<file path="config.mk">
export PLATFORM = sky130hd
export DESIGN_NAME = circuit5_seq_ctrl
export DESIGN_NICKNAME = d
export VERILOG_FILES = /design/src/rtl/circuit5_seq_ctrl.sv
export SDC_FILE = /design/constraint.sdc
export NUM_CORES = 1
export LEC_CHECK = 0
export ABC_CLOCK_PERIOD_IN_PS = 6460
export CORE_ASPECT_RATIO = 1.75
export CORE_MARGIN = 2
export CORE_UTILIZATION = 51
export DETAILED_ROUTE_END_ITERATION = 8
export HOLD_SLACK_MARGIN = 0.06
export PLACE_DENSITY = 0.84
export SYNTH_ARGS = -nofsm -noshare
export SYNTH_HDL_FRONTEND = slang
export SYNTH_SLANG_ARGS = --single-unit
</file>
<file path="constraint.sdc">
create_clock -name clk -period 6.46 [get_ports clk]
set_clock_uncertainty 0.2 [all_clocks]
set_input_delay 1.292 -clock clk [delete_from_list [all_inputs] [get_ports clk]]
set_output_delay 1.292 -clock clk [all_outputs]
set_load 0.05 [all_outputs]
</file>
<file path="src/rtl/circuit5_seq_ctrl.sv">
// circuit5_seq_ctrl: multi-cycle sequencer for the circuit5 function.
// d = a+b, e = a+c and f = a-b are computed one per cycle on a single
// shared adder/subtractor. One signed comparator then yields lt/eq, which
// select g/h and the 0/1-bit shifts that form x and z.
//
// Handshakes: a transfer happens on a rising edge where valid and ready are
// both high. in_ready is high only in IDLE. out_valid is high only in DONE,
// and the result stays stable until the edge where out_ready is high. Neither
// ready depends combinationally on the other side's valid.
module circuit5_seq_ctrl #(
    parameter int DATAW = 64,
    parameter int OUTW  = 32
) (
    input  logic             clk,
    input  logic             rst,
    input  logic             in_valid,
    output logic             in_ready,
    input  logic [DATAW-1:0] a,
    input  logic [DATAW-1:0] b,
    input  logic [DATAW-1:0] c,
    output logic             out_valid,
    input  logic             out_ready,
    output logic [OUTW-1:0]  x,
    output logic [OUTW-1:0]  z,
    output logic             lt_flag,
    output logic             eq_flag,
    output logic             busy,
    output logic [2:0]       state_dbg
);

    typedef enum logic [2:0] {
        IDLE   = 3'd0,
        CALC_D = 3'd1,
        CALC_E = 3'd2,
        CALC_F = 3'd3,
        CMP    = 3'd4,
        SHIFT  = 3'd5,
        DONE   = 3'd6
    } state_t;

    state_t           state;
    logic [DATAW-1:0] a_r, b_r, c_r;
    logic [DATAW-1:0] d_r, e_r, f_r, g_r, h_r;
    logic             lt_r, eq_r;

    logic [DATAW-1:0] add_rhs;
    logic             add_sub;
    logic [DATAW-1:0] add_res;
    logic             cmp_lt, cmp_eq;
    logic [DATAW-1:0] g_next, h_next;
    logic [DATAW-1:0] h_sh, g_sh;
    logic             unused_bits;

    // Shared adder/subtractor: operand and mode are picked by the current state.
    always_comb begin
        add_rhs = b_r;
        add_sub = 1'b0;
        case (state)
            CALC_E:  add_rhs = c_r;
            CALC_F:  add_sub = 1'b1;
            default: ;
        endcase
        add_res = a_r + (add_sub ? ~add_rhs : add_rhs)
                + {{(DATAW-1){1'b0}}, add_sub};
    end

    // Single signed comparator on the wrapped d/e, plus the g/h selection.
    always_comb begin
        cmp_lt = $signed(d_r) < $signed(e_r);
        cmp_eq = (d_r == e_r);
        g_next = cmp_lt ? e_r : d_r;
        h_next = cmp_eq ? f_r : g_next;
    end

    // 0/1-bit shifters: left shift of h by lt, arithmetic right shift of g by eq.
    always_comb begin
        h_sh = lt_r ? {h_r[DATAW-2:0], 1'b0} : h_r;
        g_sh = eq_r ? {g_r[DATAW-1], g_r[DATAW-1:1]} : g_r;
    end

    // Bits above OUTW are truncated away by design.
    assign unused_bits = ^{h_sh, g_sh};

    assign in_ready  = (state == IDLE);
    assign busy      = (state != IDLE);
    assign state_dbg = state;

    // Sequencer: walks the datapath one operation per cycle and holds the result in DONE.
    always_ff @(posedge clk) begin
        if (rst) begin
            state     <= IDLE;
            a_r       <= '0;
            b_r       <= '0;
            c_r       <= '0;
            d_r       <= '0;
            e_r       <= '0;
            f_r       <= '0;
            g_r       <= '0;
            h_r       <= '0;
            lt_r      <= 1'b0;
            eq_r      <= 1'b0;
            x         <= '0;
            z         <= '0;
            lt_flag   <= 1'b0;
            eq_flag   <= 1'b0;
            out_valid <= 1'b0;
        end else begin
            case (state)
                IDLE: begin
                    if (in_valid) begin
                        a_r   <= a;
                        b_r   <= b;
                        c_r   <= c;
                        state <= CALC_D;
                    end
                end
                CALC_D: begin
                    d_r   <= add_res;
                    state <= CALC_E;
                end
                CALC_E: begin
                    e_r   <= add_res;
                    state <= CALC_F;
                end
                CALC_F: begin
                    f_r   <= add_res;
                    state <= CMP;
                end
                CMP: begin
                    lt_r  <= cmp_lt;
                    eq_r  <= cmp_eq;
                    g_r   <= g_next;
                    h_r   <= h_next;
                    state <= SHIFT;
                end
                SHIFT: begin
                    x         <= h_sh[OUTW-1:0];
                    z         <= g_sh[OUTW-1:0];
                    lt_flag   <= lt_r;
                    eq_flag   <= eq_r;
                    out_valid <= 1'b1;
                    state     <= DONE;
                end
                DONE: begin
                    if (out_ready) begin
                        out_valid <= 1'b0;
                        state     <= IDLE;
                    end
                end
                default: state <= IDLE;
            endcase
        end
    end

endmodule

</file>
==> out/results.txt, run 1 <==
Adder-Cell Fraction of Synth Area: 0.0671
RSZ-0062 raised after global routing: no
Syn Area/Cell: 7.97 µm²
CP Capture Type: register
Max Cap Viol: 0
Synth Flop Type: dfxtp_1
synthesized instance count: 3,127
largest family of logic cells by synthesized area: compound AO/OA/AOI/OAI gates
complex-gate fraction of the synthesized area: 0.202
Vias/cell: 5.70
Fillers: 4,261
Max FO, Critical Path: 40
die height: 296 µm
sum of negative setup slack: 0 ns
final cell count without fillers: 3,922
DR WL/cell: 17.5 µm
minimum clock period: 5.36 ns
initial core utilization: 0.514
Initial DRC Count: 1,486
Final Wtd Congestion: 0.945
status: complete, no violations
fraction of layout cells with a size suffix above 1: 0.0386
router iterations before antenna repair: 5
Rows: 107
chip width: 171 µm
CTS tree: yes
count of cell types in the netlist: 69
Least-Margin Pin Slew: 1.10 ns
Post-synth EDFFs: 0
post-synthesis async set-or-reset flop share: 0
root buf cell: clkbuf_16
Core Area: 0.0485 mm²
routed vias: 22,400
Port Buffers: 267
Relative slew margins: 0.264
Hold Path Class: reg2reg
top-level I/O count: 268
Crit Path Class: reg2reg
# Post-CTS Setup Buffers: 0
Startpoint Class: register
max frequency: 186 MHz
peak supply drop: 246 µV
multiplexer area fraction after synthesis: 0.0680
Leakage: 11.2 nW
final net count: 3,563
most frequent cells in the layout: 715 x nand2_1, 487 x dfxtp_1, 397 x a21oi_1
Clock Latency Late Sink: 0.60 ns
Mapped Area: 0.0249 mm²
fin crit share: 0.830
Syn Nets: 3,456
CTS H-tree depth: 2
WP data arrival: 5.65 ns
Simple-Gate Fraction of Synth Area: 0.182
clk slew on worst S/H paths: 0.07 ns
Clock Path Buffers: 3
CP Data Required Time: 6.75 ns
setup violators final: 0
final wirelength: 68,700 µm
pwr dens: 272 mW/mm²
DP HPWL: 48,400 µm
xor-xnor portion of the synthesized cell area: 0.0408
largest net degree at the start of global routing: 176
post-cts sizing count: 0
vias in the first global route: 21,900
CTS Hold Buffers Added: 0
overall global routing resource usage: 0.267
Synth-to-Final Area Change: 17.6%
total grt overflow: 0
drt drc: 0
CTS Sinks: 489
first-pass GRT wire length: 111,000 µm
Yosys Warn Count: 0
sequential area share after synthesis: 0.393
initial antenna violation count: 2
Detail Route Antenna Nets: 0
placed cell count: 3,843
Num CTS Buffers: 43
Slew Limit Fails: 0
Fin. Hold Viols: 0
full die area: 0.0507 mm²
most common cell after layout, fill and taps aside: nand2_1
FF+latch count, synth: 489
-- through the flow --
step | total power [mW] | utilization | instance area [µm²] | setup slack, ns | hold slack (ns)
floorplan | 4.64 | - | 24900 | 1.35 | 0.224
global placement | 5.22 | 0.574 | 27800 | 1.44 | 0.241
detailed placement | 5.25 | 0.574 | 27800 | 1.33 | 0.246
CTS | 7.97 | 0.605 | 29300 | 1.32 | 0.255
global route | 8.27 | 0.605 | 29300 | 0.819 | 0.269
finish | 7.96 | 0.605 | 29300 | 1.10 | 0.253
-- sequential cells by signal, summed over array words and instances (netlist names) --
register	flops
g_r	33
c_r	64
lt_flag	1
state_dbg	3
z	32
b_r	64
f_r	32
eq_flag	1
h_r	32
eq_r	1
out_valid	1
a_r	64
e_r	64
lt_r	1
x	32
d_r	64
-- final timing paths --
check | end | start | slack [ns] | cells after the start
max | d_r[56]$_SDFFE_PP0P_ | state_dbg[0]$_SDFFE_PP0P_ | 1.10 | 15
min | b_r[46]$_SDFFE_PP0P_ | b_r[46]$_SDFFE_PP0P_ | 0.25 | 2
max reg2reg | d_r[56]$_SDFFE_PP0P_ | state_dbg[0]$_SDFFE_PP0P_ | 1.10 | 15
min reg2reg | b_r[46]$_SDFFE_PP0P_ | b_r[46]$_SDFFE_PP0P_ | 0.25 | 2
-- routing by layer --
metal	vias up	wire, µm	GRT usage
met4	2	3690	0.143
li1	11000	-	-
met1	10300	27000	0.315
met2	795	34100	0.469
met3	221	4000	0.0326
met5	-	12	0
-- cell usage after synthesis (all sizes together), types with 9 or more instances --
cell type | number | area, µm²
clkbuf | 199 | 747
a21oi | 398 | 2000
a211oi | 113 | 853
a31oi | 13 | 96.3
or4 | 11 | 82.6
nor2 | 197 | 739
nand2 | 716 | 2690
o211ai | 15 | 118
inv | 85 | 319
xnor2 | 90 | 788
a21o | 79 | 593
nand4 | 45 | 282
mux2i | 166 | 1660
ha | 132 | 1650
nand3 | 39 | 195
nor2b | 11 | 76.3
dfxtp | 489 | 9790
buf | 26 | 108
o221ai | 34 | 298
xor2 | 26 | 228
nor3 | 27 | 135
o21ai | 94 | 482
o21a | 11 | 82.6
o22ai | 9 | 56.3
-- area by class of cell --
class	count	area [µm²]	share of cell area
sequential	489	9790	0.334
multi-input combinational	2328	14000	0.479
clock inverter	20	292	0.00995
tap	654	818	0.0279
inverter	85	319	0.0109
timing repair buffer	287	2870	0.0978
clock buffer	58	1190	0.0407
antenna	1	2.50	0.0000854
-- cells by family (layout without fill, tap and decap cells) --
kind of cell	Yosys count	after routing
mux	169	169
simple gates	1096	1096
compound gates	814	814
flops	489	489
buf+inv	310	450
other cells	0	1
xor+xnor	116	116
fa+ha+maj	133	133
-- report_power, final --
group,internal (mW),leakage [nW],switching (mW)
registers,3.17,3.98,0.120
clock network,1.52,0.727,1.22
logic,0.701,6.55,1.23
total,5.40,11.2,2.57
-- critical path, stage by stage (launching register included) --
cell and delay (ns):
dfxtp_1 0.71, nand2b_4 0.71, buf_12 0.31, mux2i_1 0.25, xnor2_1 0.09, ha_1 0.28
a2111oi_0 0.43, o21ai_0 0.20, a41oi_1 0.35, o21ai_0 0.15, a221oi_1 0.35, or4_1 0.16
nand3_1 0.21, a21oi_1 0.36, nor4_1 0.08, a311o_1 0.33
No activity file was read; power rests on OpenSTA's default activity.
==> inputs of run 2 (changes only) <==
--- a/config.mk
+++ b/config.mk
@@ -5,13 +5,13 @@
 export SDC_FILE = /design/constraint.sdc
 export NUM_CORES = 1
 export LEC_CHECK = 0
-export ABC_CLOCK_PERIOD_IN_PS = 6460
+export ABC_CLOCK_PERIOD_IN_PS = 4700
 export CORE_ASPECT_RATIO = 1.75
 export CORE_MARGIN = 2
 export CORE_UTILIZATION = 51
 export DETAILED_ROUTE_END_ITERATION = 8
 export HOLD_SLACK_MARGIN = 0.06
-export PLACE_DENSITY = 0.84
+export PLACE_DENSITY = 0.87
 export SYNTH_ARGS = -nofsm -noshare
 export SYNTH_HDL_FRONTEND = slang
 export SYNTH_SLANG_ARGS = --single-unit
==> constraint.sdc (replaced) <==
create_clock -name clk -period 4.7 [get_ports clk]
set_clock_uncertainty 0.2 [all_clocks]
set_input_delay 0.94 -clock clk [delete_from_list [all_inputs] [get_ports clk]]
set_output_delay 0.94 -clock clk [all_outputs]
set_load 0.05 [all_outputs]
==> out/results.txt, run 2 (synthesis gave the netlist of run 1 again) <==
status: complete, no violations
Least-Margin Pin Slew: 1.12 ns (+0.0247 ns)
router iterations before antenna repair: 8 (+3)
WP data arrival: 4.72 ns (-0.93 ns)
Final Wtd Congestion: 0.957 (+1.2%)
sum of negative setup slack: 0 ns (unchanged)
Max Cap Viol: 0 (unchanged)
setup violators final: 0 (unchanged)
final net count: 3,598 (+0.98%)
Fin. Hold Viols: 0 (unchanged)
Max FO, Critical Path: 12 (-70%)
max frequency: 225 MHz (+21%)
drt drc: 0 (unchanged)
peak supply drop: 348 µV (+41%)
Clock Latency Late Sink: 0.60 ns (about the same)
placed cell count: 3,870 (+0.70%)
CP Data Required Time: 4.99 ns (-1.76 ns)
pre-CTS WS: 0.255 ns (-1.07 ns)
Core Area: 0.0485 mm² (unchanged)
Relative slew margins: 0.253 (-0.0109)
RSZ-0062 raised after global routing: no
CTS H-tree depth: 2 (unchanged)
first-pass GRT wire length: 111,000 µm (about the same)
final cell count without fillers: 3,955 (+0.84%)
CTS Sinks: 489 (unchanged)
Port Buffers: 267 (unchanged)
DR WL/cell: 17.7 µm (+0.75%)
largest net degree at the start of global routing: 188 (+6.8%)
fin crit share: 0.944 (+0.113)
fraction of layout cells with a size suffix above 1: 0.0509 (+0.0124)
WHS: 0.253 ns (-0.000128 ns)
met2 Use GR: 0.466 (-0.00325)
Initial DRC Count: 1,844 (+24%)
post-route cell area: 0.0297 mm² (+1.4%)
met1 usage: 0.320 (+0.00464)
root buf cell: clkbuf_16
routed vias: 22,800 (+1.9%)
Clock Path Buffers: 3 (unchanged)
Rows: 107 (unchanged)
CP Capture Type: register
minimum clock period: 4.44 ns (-0.929 ns)
Vias/cell: 5.76 (+1.1%)
CTS tree: yes
Crit Path Class: reg2reg
hold path depth: 2 (unchanged)
die height: 296 µm (unchanged)
initial antenna violation count: 1 (-1)
top-level I/O count: 268 (unchanged)
Leakage: 11.5 nW (+2.0%)
fin worst setup slack: 0.265 ns (-0.831 ns)
area post-placement: 0.0281 mm² (+0.97%)
most frequent cells in the layout: 715 x nand2_1, 484 x dfxtp_1, 396 x a21oi_1
Num CTS Buffers: 43 (unchanged)
Hold Path Class: reg2reg
full die area: 0.0507 mm² (unchanged)
Slew Limit Fails: 0 (unchanged)
overall global routing resource usage: 0.267 (+0.000411)
initial core utilization: 0.514 (unchanged)
met3 track demand over resource: 0.0283 (-0.00426)
clk slew on worst S/H paths: 0.06 ns (about the same)
final wirelength: 69,800 µm (+1.6%)
CTS Hold Buffers Added: 0 (unchanged)
chip width: 171 µm (unchanged)
vias in the first global route: 21,700 (-1.2%)
GR peak layer: met2
DP HPWL: 48,800 µm (+0.94%)
most common cell after layout, fill and taps aside: nand2_1
Startpoint Class: register
Synth-to-Final Area Change: 19.3%
Detail Route Antenna Nets: 0 (unchanged)
Worst Reg-to-Reg Cells: 16 (+1)
pwr dens: 372 mW/mm² (+37%)
total grt overflow: 0 (unchanged)
-- run 2: changes by cell type in the layout (fill, tap and decap cells not counted), moves of 3 or more --
cell      before  now
clkbuf_8       6   11
buf_12         3    7
dfxtp_2        2    5
dfxtp_1      487  484
clkinv_2       9    3
buf_4         17   45
-- run 2: routing by layer --
metal / routed length (µm) / part of all wire
met5: 0 / 0
met4: 3860 / 0.055
met3: 3850 / 0.055
met2: 34800 / 0.50
met1: 27300 / 0.39
-- run 2: metrics by stage --
step                      total power [mW]   util
after detailed placement              7.27  0.580
after global placement                7.22  0.580
after CTS                             11.1  0.611
final                                 11.1  0.613
after floorplan                       6.38      -
after global routing                  11.5  0.613
-- run 2: repair_timing --
item	CTS	global route
endpoints found under the setup margin	0	21
resized for setup	0	7
setup buffers	0	6
-- run 2: worst max-delay path: stages (launching register included) --
cell and delay, ns:
dfxtp_2 0.32, nor2b_4 0.23, nand2b_4 0.17, buf_12 0.20, mux2i_1 0.20, xnor2_1 0.17
ha_1 0.33, a21o_1 0.20, a31oi_1 0.21, nor3_1 0.10, o311ai_0 0.43, o211ai_2 0.33
a21o_1 0.26, nor3_2 0.20, o31a_1 0.27, mux2_2 0.36, a21oi_1 0.16
-- run 2: final cells by class --
class                      instances  area (µm²)
timing repair buffer             321        3210
antenna                            2        5.00
clock inverter                    14         260
tap                              654         818
inverter                          85         319
fill                            4117       18700
clock buffer                      61        1250
multi-input combinational       2329       14100
sequential                       489        9800
-- run 2: path summary, 6_finish.rpt --
| kind | start | to | slack (ns) |
|---|---|---|---|
| max | state_dbg[1]$_SDFFE_PP0P_ | e_r[61]$_SDFFE_PP0P_ | 0.26 |
| min | c_r[13]$_SDFFE_PP0P_ | c_r[13]$_SDFFE_PP0P_ | 0.25 |
| max reg2reg | state_dbg[1]$_SDFFE_PP0P_ | e_r[61]$_SDFFE_PP0P_ | 0.26 |
| min reg2reg | c_r[13]$_SDFFE_PP0P_ | c_r[13]$_SDFFE_PP0P_ | 0.25 |
-- run 2: power by group --
part	internal, mW	switching [mW]	total [mW]
sequential	4.36	0.159	4.52
combinational	1.02	1.71	2.73
clock	2.16	1.65	3.81
total	7.55	3.52	11.1
